File: src/rtl/fifo_pkg.sv
// Shared sizing for the FIFO write-side packer: default widths and the
// beats-per-word ratio helper.
package fifo_pkg;

  localparam int FIFO_DATA_W = 128;
  localparam int FIFO_IN_W   = 32;

  function automatic int packRatio(input int dataW, input int inW);
    return dataW / inW;
  endfunction

  function automatic bit packCfgOk(input int dataW, input int inW);
    return (inW > 0) && (dataW % inW == 0) && (dataW / inW >= 2);
  endfunction

endpackage

File: src/rtl/fifo_wr_packer_if.sv
// Beat stream in, FIFO write port out; the packer sits on the slave side.
interface fifo_wr_packer_if
  import fifo_pkg::*;
#(
  parameter int DATA_W = FIFO_DATA_W,
  parameter int IN_W   = FIFO_IN_W
);

  logic              in_valid;
  logic [IN_W-1:0]   in_data;
  logic              in_last;
  logic              in_ready;
  logic              wr_en;
  logic [DATA_W-1:0] wr_data;
  logic              full;

  modport master (
    output in_valid, in_data, in_last, full,
    input  in_ready, wr_en, wr_data
  );

  modport slave (
    input  in_valid, in_data, in_last, full,
    output in_ready, wr_en, wr_data
  );

endinterface

File: src/rtl/fifo_wr_hold.sv
// Single-entry holding register between the packer and the FIFO write port;
// a word is released in whichever cycle the FIFO is not full.
module fifo_wr_hold
  import fifo_pkg::*;
#(
  parameter int DATA_W = FIFO_DATA_W
) (
  input  logic              clk,
  input  logic              reset,
  input  logic              load,
  input  logic [DATA_W-1:0] data,
  input  logic              full,
  output logic              wr_en,
  output logic [DATA_W-1:0] wr_data,
  output logic              hold_vld
);

  logic              hold_vld_q;
  logic              hold_vld_d;
  logic [DATA_W-1:0] hold_data_q;
  logic [DATA_W-1:0] hold_data_d;
  logic              wrFire;

  assign wrFire = hold_vld_q & ~full;

  // A load in the same cycle as a write keeps the entry valid with the new word.
  always_comb begin
    hold_vld_d  = hold_vld_q;
    hold_data_d = hold_data_q;
    if (load) begin
      hold_vld_d  = 1'b1;
      hold_data_d = data;
    end else if (wrFire) begin
      hold_vld_d  = 1'b0;
    end
  end

  always_ff @(posedge clk) begin
    if (reset) begin
      hold_vld_q  <= 1'b0;
      hold_data_q <= '0;
    end else begin
      hold_vld_q  <= hold_vld_d;
      hold_data_q <= hold_data_d;
    end
  end

  assign wr_en    = wrFire;
  assign wr_data  = hold_data_q;
  assign hold_vld = hold_vld_q;

endmodule

File: src/rtl/fifo_wr_packer.sv
// Packs RATIO narrow beats per FIFO word (lane 0 first), zero-pads on in_last,
// and hands completed words to a single-entry hold stage.
module fifo_wr_packer
  import fifo_pkg::*;
#(
  parameter int DATA_W = FIFO_DATA_W,
  parameter int IN_W   = FIFO_IN_W
) (
  input  logic                 clk,
  input  logic                 reset,
  fifo_wr_packer_if.slave      bus,
  output logic                 busy,
  output logic [31:0]          word_cnt
);

  localparam int RATIO  = packRatio(DATA_W, IN_W);
  localparam int LANE_W = $clog2(RATIO);

  if (!packCfgOk(DATA_W, IN_W)) begin : g_cfgCheck
    $error("fifo_wr_packer: DATA_W must be a multiple of IN_W with a ratio of at least 2");
  end

  logic [DATA_W-1:0] acc_q;
  logic [DATA_W-1:0] acc_d;
  logic [LANE_W-1:0] lane_q;
  logic [LANE_W-1:0] lane_d;
  logic [31:0]       word_cnt_q;
  logic [31:0]       word_cnt_d;
  logic [DATA_W-1:0] nextWord;
  logic              lastLane;
  logic              closingBeat;
  logic              inFire;
  logic              closeWord;
  logic              wrFire;
  logic              holdVld;
  logic [DATA_W-1:0] holdData;

  assign lastLane    = (lane_q == LANE_W'(RATIO - 1));
  assign closingBeat = lastLane | bus.in_last;
  assign bus.in_ready = ~closingBeat | ~holdVld | wrFire;
  assign inFire      = bus.in_valid & bus.in_ready;
  assign closeWord   = inFire & closingBeat;

  // Lanes below the current one come from the accumulator, lanes above are zero.
  always_comb begin
    nextWord = '0;
    for (int i = 0; i < RATIO; i++) begin
      if (i == int'(lane_q)) begin
        nextWord[i*IN_W +: IN_W] = bus.in_data;
      end else if (i < int'(lane_q)) begin
        nextWord[i*IN_W +: IN_W] = acc_q[i*IN_W +: IN_W];
      end
    end
  end

  always_comb begin
    acc_d      = acc_q;
    lane_d     = lane_q;
    word_cnt_d = word_cnt_q;
    if (closeWord) begin
      acc_d  = '0;
      lane_d = '0;
    end else if (inFire) begin
      acc_d  = nextWord;
      lane_d = lane_q + LANE_W'(1);
    end
    if (wrFire) begin
      word_cnt_d = word_cnt_q + 32'd1;
    end
  end

  always_ff @(posedge clk) begin
    if (reset) begin
      acc_q      <= '0;
      lane_q     <= '0;
      word_cnt_q <= '0;
    end else begin
      acc_q      <= acc_d;
      lane_q     <= lane_d;
      word_cnt_q <= word_cnt_d;
    end
  end

  fifo_wr_hold #(
    .DATA_W (DATA_W)
  ) u_hold (
    .clk      (clk),
    .reset    (reset),
    .load     (closeWord),
    .data     (nextWord),
    .full     (bus.full),
    .wr_en    (wrFire),
    .wr_data  (holdData),
    .hold_vld (holdVld)
  );

  assign bus.wr_en   = wrFire;
  assign bus.wr_data = holdData;
  assign busy        = (lane_q != '0) | holdVld;
  assign word_cnt    = word_cnt_q;

endmodule

File: src/flat_wrapper.sv
// flat-port wrapper written by rule: the top's interface ports become plain ports
module fifo_wr_packer_flat import fifo_pkg::*;
#(
  parameter int DATA_W = FIFO_DATA_W,
  parameter int IN_W   = FIFO_IN_W
)
  (clk, reset, busy, word_cnt, bus_in_valid, bus_in_data, bus_in_last, bus_full, bus_in_ready, bus_wr_en, bus_wr_data);
  fifo_wr_packer_if #(.DATA_W(DATA_W), .IN_W(IN_W)) bus_i ();
  input  logic clk;
  input  logic reset;
  output logic busy;
  output logic [31:0] word_cnt;
  input wire logic [$bits(bus_i.in_valid)-1:0] bus_in_valid;
  input wire logic [$bits(bus_i.in_data)-1:0] bus_in_data;
  input wire logic [$bits(bus_i.in_last)-1:0] bus_in_last;
  input wire logic [$bits(bus_i.full)-1:0] bus_full;
  output wire logic [$bits(bus_i.in_ready)-1:0] bus_in_ready;
  output wire logic [$bits(bus_i.wr_en)-1:0] bus_wr_en;
  output wire logic [$bits(bus_i.wr_data)-1:0] bus_wr_data;
  assign bus_i.in_valid = bus_in_valid;
  assign bus_i.in_data = bus_in_data;
  assign bus_i.in_last = bus_in_last;
  assign bus_i.full = bus_full;
  assign bus_in_ready = bus_i.in_ready;
  assign bus_wr_en = bus_i.wr_en;
  assign bus_wr_data = bus_i.wr_data;
  fifo_wr_packer #(.DATA_W(DATA_W), .IN_W(IN_W)) u_core (.clk(clk), .reset(reset), .bus(bus_i), .busy(busy), .word_cnt(word_cnt));
endmodule
File: config.mk
export PLATFORM = sky130hd
export DESIGN_NAME = fifo_wr_packer_flat
export DESIGN_NICKNAME = d
export VERILOG_FILES = /design/src/rtl/fifo_pkg.sv /design/src/rtl/fifo_wr_packer_if.sv /design/src/rtl/fifo_wr_hold.sv /design/src/rtl/fifo_wr_packer.sv /design/src/flat_wrapper.sv
export SDC_FILE = /design/constraint.sdc
export NUM_CORES = 1
export LEC_CHECK = 0
export ABC_AREA = 1
export BUFFER_PORTS_ARGS = -buffer_cell sky130_fd_sc_hd__buf_2
export CAP_MARGIN = 20
export CORE_UTILIZATION = 55
export CTS_CLUSTER_SIZE = 25
export DETAILED_ROUTE_END_ITERATION = 16
export PLACE_DENSITY = 0.79
export SYNTH_ARGS = -nofsm -noshare
export SYNTH_HDL_FRONTEND = slang
export SYNTH_SLANG_ARGS = --single-unit
File: constraint.sdc
create_clock -name clk -period 5.1 [get_ports clk]
set_clock_uncertainty 0.1 [all_clocks]
set_input_delay 0.765 -clock clk [delete_from_list [all_inputs] [get_ports clk]]
set_output_delay 0.765 -clock clk [all_outputs]
set_load 0.02 [all_outputs]
# [Yosys cells after proc, flatten, opt, wreduce, memory -nomap -nowiden]
# Index checks and enable logic that the tools add are counted.
[totals] ff_bits=259 inputBits=37 out_inout_bits=163 elab_cells=37
[op_classes] addsub=2 magnitude_cmp=3 n_eq_ne=4 muxes=9 n_bitwise=10 reduce_logical=4
[ops] cell="2-to-1 mux 32 bit" count=7
[ops] cell="adder 32 x 1 -> 32 bit, second input constant" count=1
[ops] cell="== test 2 bit, first input constant" count=2
[ops] cell="< comparator 1 x 2 -> 1 bit, first input constant" count=2
[ops] cell="OR 1 bit" count=4
[ops] cell="nonzero test 2 bit" count=2
[ops] cell="AND 1 bit" count=3
[ops] cell="inverter 1 bit" count=3
[ops] cell="adder 2 x 1 -> 2 bit, second input constant" count=1
[ops] cell="== test 1 x 2 -> 1 bit, first input constant" count=1
[ops] cell="== test 2 bit, second input constant" count=1
[ops] cell="zero test 2 bit" count=1
[ops] cell="< comparator 2 bit, first input constant" count=1
[ops] cell="2-to-1 mux 1 bit" count=2
[ops] cell="OR reduction 2 bit" count=1

# [Logic depth before layout (Yosys ltp)]
# Gate-level depths: netlist of run 1.
[logic_depth] depth_word=8 ltp_mapped=11 depth_no_buf=10

# [Modules after synthesis]
# From an unflattened synthesis of run 1, not the netlist that was laid out.
[unflattened] hier_cells=1865 area_unflattened_um2=12054.1
[modules_own_cells] module="fifo_wr_packer" instances=1 cells_each=1047 area_each_um2=6667.6 seq_area_each_um2=2602.5
[modules_own_cells] module="fifo_wr_hold" instances=1 cells_each=818 area_each_um2=5386.4 seq_area_each_um2=2582.5

# [Worst setup path before layout of run 1]
# Ideal clock, no wire load.
[synth_path] path_kind="register -> output" startpoint="register u_core.lane_q[1]" endpoint="output busy" arrival_ns=1.703 required_time_ns=4.235 slack_ns=2.532 path_stages_with_launch=8 path_buffers=4 path_cell_list="dfxtp_1 -> clkbuf_1 -> clkbuf_1 -> inv_1 -> ha_1 -> clkbuf_1 -> clkbuf_1 -> nand2_1"
[synth_between] elab_chain_len=2
[synth_rtl] item="start, declared" line="fifo_wr_packer.sv:25" text="logic [LANE_W-1:0] lane_q;"
[synth_rtl] item="start signal, assigned" line="fifo_wr_packer.sv:79" text="lane_q <= lane_d;"
[synth_rtl] item="nonzero test 2 bit" line="fifo_wr_packer.sv:99" text="assign busy = (lane_q != '0) | holdVld;"
[synth_rtl] item="OR 1 bit" line="fifo_wr_packer.sv:99"
[synth_rtl] item="end, declared" line="flat_wrapper.sv:11" text="output logic busy;"
# Every way passes these cells.

# [Final worst setup path of run 1]
# Same ends and word-level chain as after synthesis.

==> metrics.txt, run 1 <==
status completed; Util after Layout 66.96%; clk root buf clkbuf_16; layout cell share with drive strength beyond 1 between 10% and 20%; min Tclk post-route 3.539 ns; Slowest-stage cell, CP dfxtp_1; worst vdd ir roughly 0.27 mV; vias in the first global route 9125; CP max FO 65; CP Launch Type register; clk buf depth 3; DR WL/cell 17.42 um; largest net degree at the start of global routing 100; Die X-Extent 139.5 um; cell area power density 360.1 nW/um2; max-cap violation count 0; Max Clk Rate 282.6 MHz; clk slew on worst S/H paths approximately 0.060 ns; Area Growth Syn to Fin 17.65%; PortBufs 199; row count 49; hold path depth 2; Final Max Slew Viols 0; total die area 19460 um2; initial antenna violation count 0; cell mode on critical path buf_4; Final ANT Viol Nets 0; Synth Area per Inst roughly 7.5 um2; Synth Net Count around 1400; core outline area 18270 um2; DR DRC count 0; Die H ~140 um; Hold Crit Endpoint u_core.u_hold.wr_data[89]; R2R setup slack 1.95 ns; Yosys Warn Count 0; Reg-to-Reg Start u_core.lane_q[1]; setup TNS 0 ns; Global Route Usage Sum 30.68%; hold wc startpoint u_core.u_hold.wr_data[89]; M3 GR Usage 5.024%; # diodes 0; Cell Chain, Critical Path buf_4, inv_1, ha_2, buf_4, nand2_1, buf_2; Inst Count DP 1724; gr ovfl total 0; CTS tree built; Hold Fails Final Rpt 0; Fillers 1543; via count between 10000 and 15000; final non-filler cell total 1773; final wirelength 30.88 mm; TritonRoute pass-1 iters 5; r2r endpoint u_core.u_hold.wr_data[109]; setup bufs post-CTS 0; starting density of the core 56.92%; CTS Sinks between 200 and 300; register bit count reported by yosys roughly 260; met1 Usage GRT 40.86%; synth unique cells 29; DR vias/cell 5.785; GPL Wtd Cong 0.9683; Iter 0 DRT Violations 1045; half-perimeter wire length after detailed placement 19.33 mm; RSZ-0062 raised after global routing no; Pleak 4.980 nW; setup violators final 0; Worst slew margin 27.19%; Reg2Reg Depth 10; largest area contributor in the netlist dfxtp_1; Tcrit/Tclk final between 60 and 70%; GRT busiest layer met2; critical path type register to primary output; cts repair resizes 0; sequential-to-total area share from yosys stat 49.86%; global-route wire length before repair 48.18 mm; number of buffers created by CTS 27; Critical Path Max Stage Delay 0.74 ns; element type at the critical path end primary output; Yosys top cell area share 49.86%; H-tree levels 1; clk_lat worst skew 0.54 ns; I/O pin count 200; CP required 4.24 ns; M2 GR Usage between 40% and 50%; Post-CTS Hold Fix Bufs 0; actual slew at the worst max-slew pin 1.092 ns; Mapped Cells 1387; top cells by area, synth dfxtp_1 (50%), nand2_1 (11%), nand3_1 (9.3%); Syn Std Cell Area 10400 um2; HP Class register to register; CP Data Arrival Time 2.67 ns; Final Net Count 1568
==> synthesized netlist by cell type <==
master and count:
nor2_1 73, nand4_1 6, inv_1 70, o21ai_0 177, o211ai_1 30, and2_1 2
nor3_2 1, nand2_2 3, inv_4 1, buf_6 2, nand3_2 2, nand2_1 311
o21bai_1 2, xnor2_1 3, xor2_1 3, a21oi_2 3, buf_4 4, nor2_2 3
nor3_1 1, nand3_1 194, ha_1 6, inv_2 3, dfxtp_1 259, a21oi_1 131
nand2_4 2, clkbuf_1 60, o21a_1 1, buf_1 12, buf_2 22
==> metrics by stage <==
stage / setup WS [ns] / hold WS, ns / instance area (um2) / power [W]
6_report: 1.561 / 0.3624 / 12230 / 0.004406
5_1_grt: 1.450 / 0.3772 / 12230 / 0.004516
4_1_cts: 1.577 / 0.3618 / 12210 / 0.004407
3_5_place_dp: 1.762 / 0.3525 / 11330 / 0.002482
3_3_place_gp: 1.782 / 0.3483 / 11330 / 0.002476
2_1_floorplan: 2.532 / 0.3385 / 10400 / 0.002373
==> layer usage <==
layer	up-vias	share of wire [%]
met3	88	9.3
met5	-	0
met2	501	46
li1	4905	-
met1	4763	40
met4	0	4.6
==> area by class of cell <==
| cell class | count | area (um2) | share of cell area (%) |
|---|---|---|---|
| clock buffers | 36 | 759.5 | 6.208 |
| flip-flops and latches | 259 | 5185 | 42.38 |
| well taps | 229 | 286.5 | 2.342 |
| multi-input cells | 954 | 4511 | 36.87 |
| repair buffers | 209 | 1091 | 8.918 |
| inverters | 74 | 282.8 | 2.311 |
| clock inverters | 12 | 118.9 | 0.9716 |
==> where the power goes <==
group / leakage [nW] / total, W / internal (W) / switching, W
combinational: 2.45 / 0.000348 / 0.0000835 / 0.000265
sequential: 2.10 / 0.00210 / 0.00207 / 0.0000306
clock: 0.434 / 0.00196 / 0.00114 / 0.000812
total: 4.98 / 0.00441 / 0.00330 / 0.00111
==> worst max path at each step <==
stage | startpoint | endpoint | slack (ns) | cells past startpoint
global placement | reset | u_core.u_hold.wr_data[38] | 1.78 | 5
finish | u_core.lane_q[1] | busy | 1.56 | 6
CTS | u_core.lane_q[1] | busy | 1.58 | 6
global route | u_core.lane_q[1] | busy | 1.45 | 6
detailed placement | reset | u_core.u_hold.wr_data[28] | 1.76 | 5
floorplan | u_core.lane_q[1] | busy | 2.53 | 7
==> cells in the final DEF (no fill, tap or decap), types with 27 or more instances in the layout <==
master and n:
nand3_1 194, nor2_1 73, o211ai_1 30, nand2_1 310
inv_1 70, buf_2 199, o21ai_0 177, a21oi_1 131
dfxtp_1 259, clkbuf_16 27
==> critical path, delay by kind of cell, from the launching register on <==
kind	cells	cell delay [ns]
buf+inv	4	1.02
flops	1	0.74
simple gates	1	0.21
fa+ha+maj	1	0.18
==> logic make-up after synthesis <==
family | synth area share [%]
adders and majority gates | 0.7219
DFF | 49.86
xor gates and xnor gates | 0.5054
and+or+nand+nor | 24.59
buffers and inverters | 6.858
AOI/OAI and AO/OA | 17.46
==> sequential cells by signal, indices dropped and copies added, names as in the netlist <==
| signal | flops |
|---|---|
| u_core.lane_q | 2 |
| u_core.u_hold.hold_vld | 1 |
| u_core.acc_q | 96 |
| u_core.u_hold.wr_data | 128 |
| u_core.word_cnt | 32 |
Note: power is estimated with default switching activity, not from simulation.
==> inputs of run 2 (changes only) <==
--- a/config.mk
+++ b/config.mk
@@ -5,13 +5,13 @@
 export SDC_FILE = /design/constraint.sdc
 export NUM_CORES = 1
 export LEC_CHECK = 0
-export ABC_AREA = 1
+export ABC_AREA = 0
 export BUFFER_PORTS_ARGS = -buffer_cell sky130_fd_sc_hd__buf_2
 export CAP_MARGIN = 20
 export CORE_UTILIZATION = 55
 export CTS_CLUSTER_SIZE = 25
 export DETAILED_ROUTE_END_ITERATION = 16
-export PLACE_DENSITY = 0.79
+export PLACE_DENSITY = 0.8
 export SYNTH_ARGS = -nofsm -noshare
 export SYNTH_HDL_FRONTEND = slang
 export SYNTH_SLANG_ARGS = --single-unit
==> constraint.sdc (replaced) <==
create_clock -name clk -period 3.4 [get_ports clk]
set_clock_uncertainty 0.1 [all_clocks]
set_input_delay 0.51 -clock clk [delete_from_list [all_inputs] [get_ports clk]]
set_output_delay 0.51 -clock clk [all_outputs]
set_load 0.02 [all_outputs]
==> metrics.txt, run 2 <==
status completed (unchanged); Syn Std Cell Area 10060 um2 (was 10400 um2); Yosys top cell area share 51.52% (was 49.86%); critical path type register to primary output (unchanged); Worst slew margin 45.51% (was 27.19%); TritonRoute pass-1 iters 4 (was 5); min Tclk post-route about 2.8 ns; CP Launch Type register (unchanged); clk buf depth 3 (unchanged); # diodes 0 (unchanged); Max Clk Rate 358.3 MHz; largest area contributor in the netlist dfxtp_1 (unchanged); top cells by area, synth dfxtp_1 (52%), o2bb2ai_1 (6.4%), a211oi_1 (6.4%) (was dfxtp_1 (50%), nand2_1 (11%), nand3_1 (9.3%)); Util after Layout 67.19% (was 66.96%); max-cap violation count 0 (unchanged); cts repair resizes 0 (unchanged); DR DRC count 0 (unchanged); Final Max Slew Viols 0 (unchanged); Reg-to-Reg Start u_core.lane_q[0] (was u_core.lane_q[1]); sequential-to-total area share from yosys stat 51.52% (was 49.86%); final non-filler cell total 1510 (was 1773); Synth Area per Inst 9.019 um2 (was 7.497 um2); GPL Wtd Cong 0.8015 (was 0.9683); setup TNS 0 ns (unchanged); via count 8597 (was 10257); global-route wire length before repair 39.77 mm (was 48.18 mm); PortBufs 199 (unchanged); Post-synth EDFFs 0 (unchanged); CTS Sinks 259 (unchanged); number of buffers created by CTS 26 (was 27); max reg flops 128 (unchanged); CP Data Arrival Time 2.18 ns (was 2.67 ns); DR vias/cell 5.693 (was 5.785); worst vdd ir 0.4930 mV (was 0.2657 mV); Die X-Extent 137.3 um (was 139.5 um); Post-CTS Hold Fix Bufs 0 (unchanged); row count 49 (unchanged); CTS tree built (unchanged); CP required 2.79 ns (was 4.24 ns); clk_lat worst skew 0.52 ns (was 0.54 ns); actual slew at the worst max-slew pin 0.8173 ns (was 1.092 ns); setup bufs post-CTS 0 (unchanged); Tcrit/Tclk final 82.08%; register bit count reported by yosys 259 (unchanged); RSZ-0062 raised after global routing no (unchanged); HP Class input port to register (was register to register); top cells by count, synth dfxtp_1 (259), nor2_1 (165), nand2_1 (141) (was nand2_1 (311), dfxtp_1 (259), nand3_1 (194)); final wirelength 26.04 mm (was 30.88 mm); DR WL/cell 17.24 um (was 17.42 um); I/O pin count 200 (unchanged); vias in the first global route 7549 (was 9125); half-perimeter wire length after detailed placement 16.99 mm (was 19.33 mm); Die H 137.3 um (was 139.5 um); CP max FO 20 (was 65); Pleak 5.133 nW (was 4.980 nW); setup violators final 0 (unchanged); cell area power density 571.6 nW/um2 (was 360.1 nW/um2); Synth Net Count 1159 (was 1430); Yosys Warn Count 0 (unchanged); Hold Fails Final Rpt 0 (unchanged); WHS 0.1884 ns (was 0.3624 ns); synth unique cells 41 (was 29); Global Route Usage Sum 26.82% (was 30.68%); main flop type after synthesis dfxtp_1 (unchanged); Final Net Count 1305 (was 1568); Inst Count DP 1462 (was 1724); Area Growth Syn to Fin 19.93% (was 17.65%); commonest non-fill, non-tap cells in the layout dfxtp_1 (259), buf_2 (199), nor2_1 (165) (was nand2_1 (310), dfxtp_1 (259), buf_2 (199)); count leader, synth dfxtp_1 (was nand2_1); asr flop ratio synth 0% (unchanged); largest net degree at the start of global routing 107 (was 100); total die area 18840 um2 (was 19460 um2); initial antenna violation count 0 (unchanged); Iter 0 DRT Violations 642 (was 1045); core outline area 17960 um2 (was 18270 um2); crit path launch u_core.lane_q[0] (was u_core.lane_q[1]); element type at the critical path end primary output (unchanged); H-tree levels 1 (unchanged); gr ovfl total 0 (unchanged); starting density of the core 56.03% (was 56.92%); Mapped Cells 1116 (was 1387); clk slew on worst S/H paths 0.07 ns (was 0.06 ns); commonest non-fill, non-tap cell in the layout dfxtp_1 (was nand2_1); layout cell share with drive strength beyond 1 21.16% (was 17.68%); Final ANT Viol Nets 0 (unchanged); clk root buf clkbuf_16 (unchanged); hold wc startpoint bus_in_data[3] (was u_core.u_hold.wr_data[89])
run 2: changes by cell type after synthesis, moves of 33 or more:
cell / before / now
nand3_1: 194 / 9
mux2i_1: 0 / 33
o2bb2ai_1: 0 / 74
o21ai_0: 177 / 10
inv_1: 70 / 6
a211oi_1: 0 / 86
nor2_1: 73 / 165
nand2_1: 311 / 141
run 2: worst max-delay path: stages (launching register included):
cell and delay, ns:
dfxtp_1 0.36, inv_1 0.12, ha_2 0.50, buf_4 0.43, nand2b_1 0.08, buf_2 0.17
run 2: cell families (layout without fill, tap and decap cells):
group,count (synthesis),after routing,share of synthesized area [%]
simple gates,371,371,16.06
compound gates,329,329,22.81
flops,259,259,51.52
buf+inv,105,270,4.450
mux,33,33,3.282
xor+xnor,13,13,1.131
fa+ha+maj,6,6,0.7459
run 2: cell type report:
type / instances / area [um2]
Fill cell: 1417 / 5893
Sequential cell: 259 / 5185
Tap cell: 229 / 286.5
Timing Repair Buffer: 217 / 1201
Clock inverter: 8 / 146.4
Clock buffer: 39 / 770.7
Multi-Input combinational cell: 752 / 4458
Inverter: 6 / 22.52
run 2: worst paths after layout:
check,end,slack (ns),depth (start not counted)
setup / recovery,busy,0.61,5
setup reg to reg,u_core.acc_q[15],1.02,6
hold / removal,u_core.u_hold.wr_data[99],0.19,2
hold reg to reg,u_core.acc_q[31],0.35,2
run 2: power by group:
group / internal [W] / switching (W)
Combinational: 0.000210 / 0.000442
Sequential: 0.00315 / 0.0000615
Clock: 0.00187 / 0.00117
run 2: per-stage QoR:
stage          power [W]  setup slack (ns)  instance area [um2]
6_report        0.006899            0.6092                12070
5_1_grt         0.007123            0.4761                12070
3_5_place_dp    0.003916            0.9887                11130
2_1_floorplan   0.003694            0.9226                10060
4_1_cts         0.006933            0.5880                12040
3_3_place_gp    0.003904             1.052                11130
run 2: metal layers:
| layer | part of all wire (%) | routed length, um | up-vias | global-route usage [%] |
|---|---|---|---|---|
| met3 | 6.1 | 1582 | 51 | 4.341 |
| met1 | 46 | 11920 | 4018 | 37.24 |
| met4 | 3.0 | 782 | 0 | 9.280 |
| li1 | - | - | 4266 | - |
| met2 | 45 | 11750 | 262 | 42.17 |
| met5 | 0 | 0 | - | 0 |
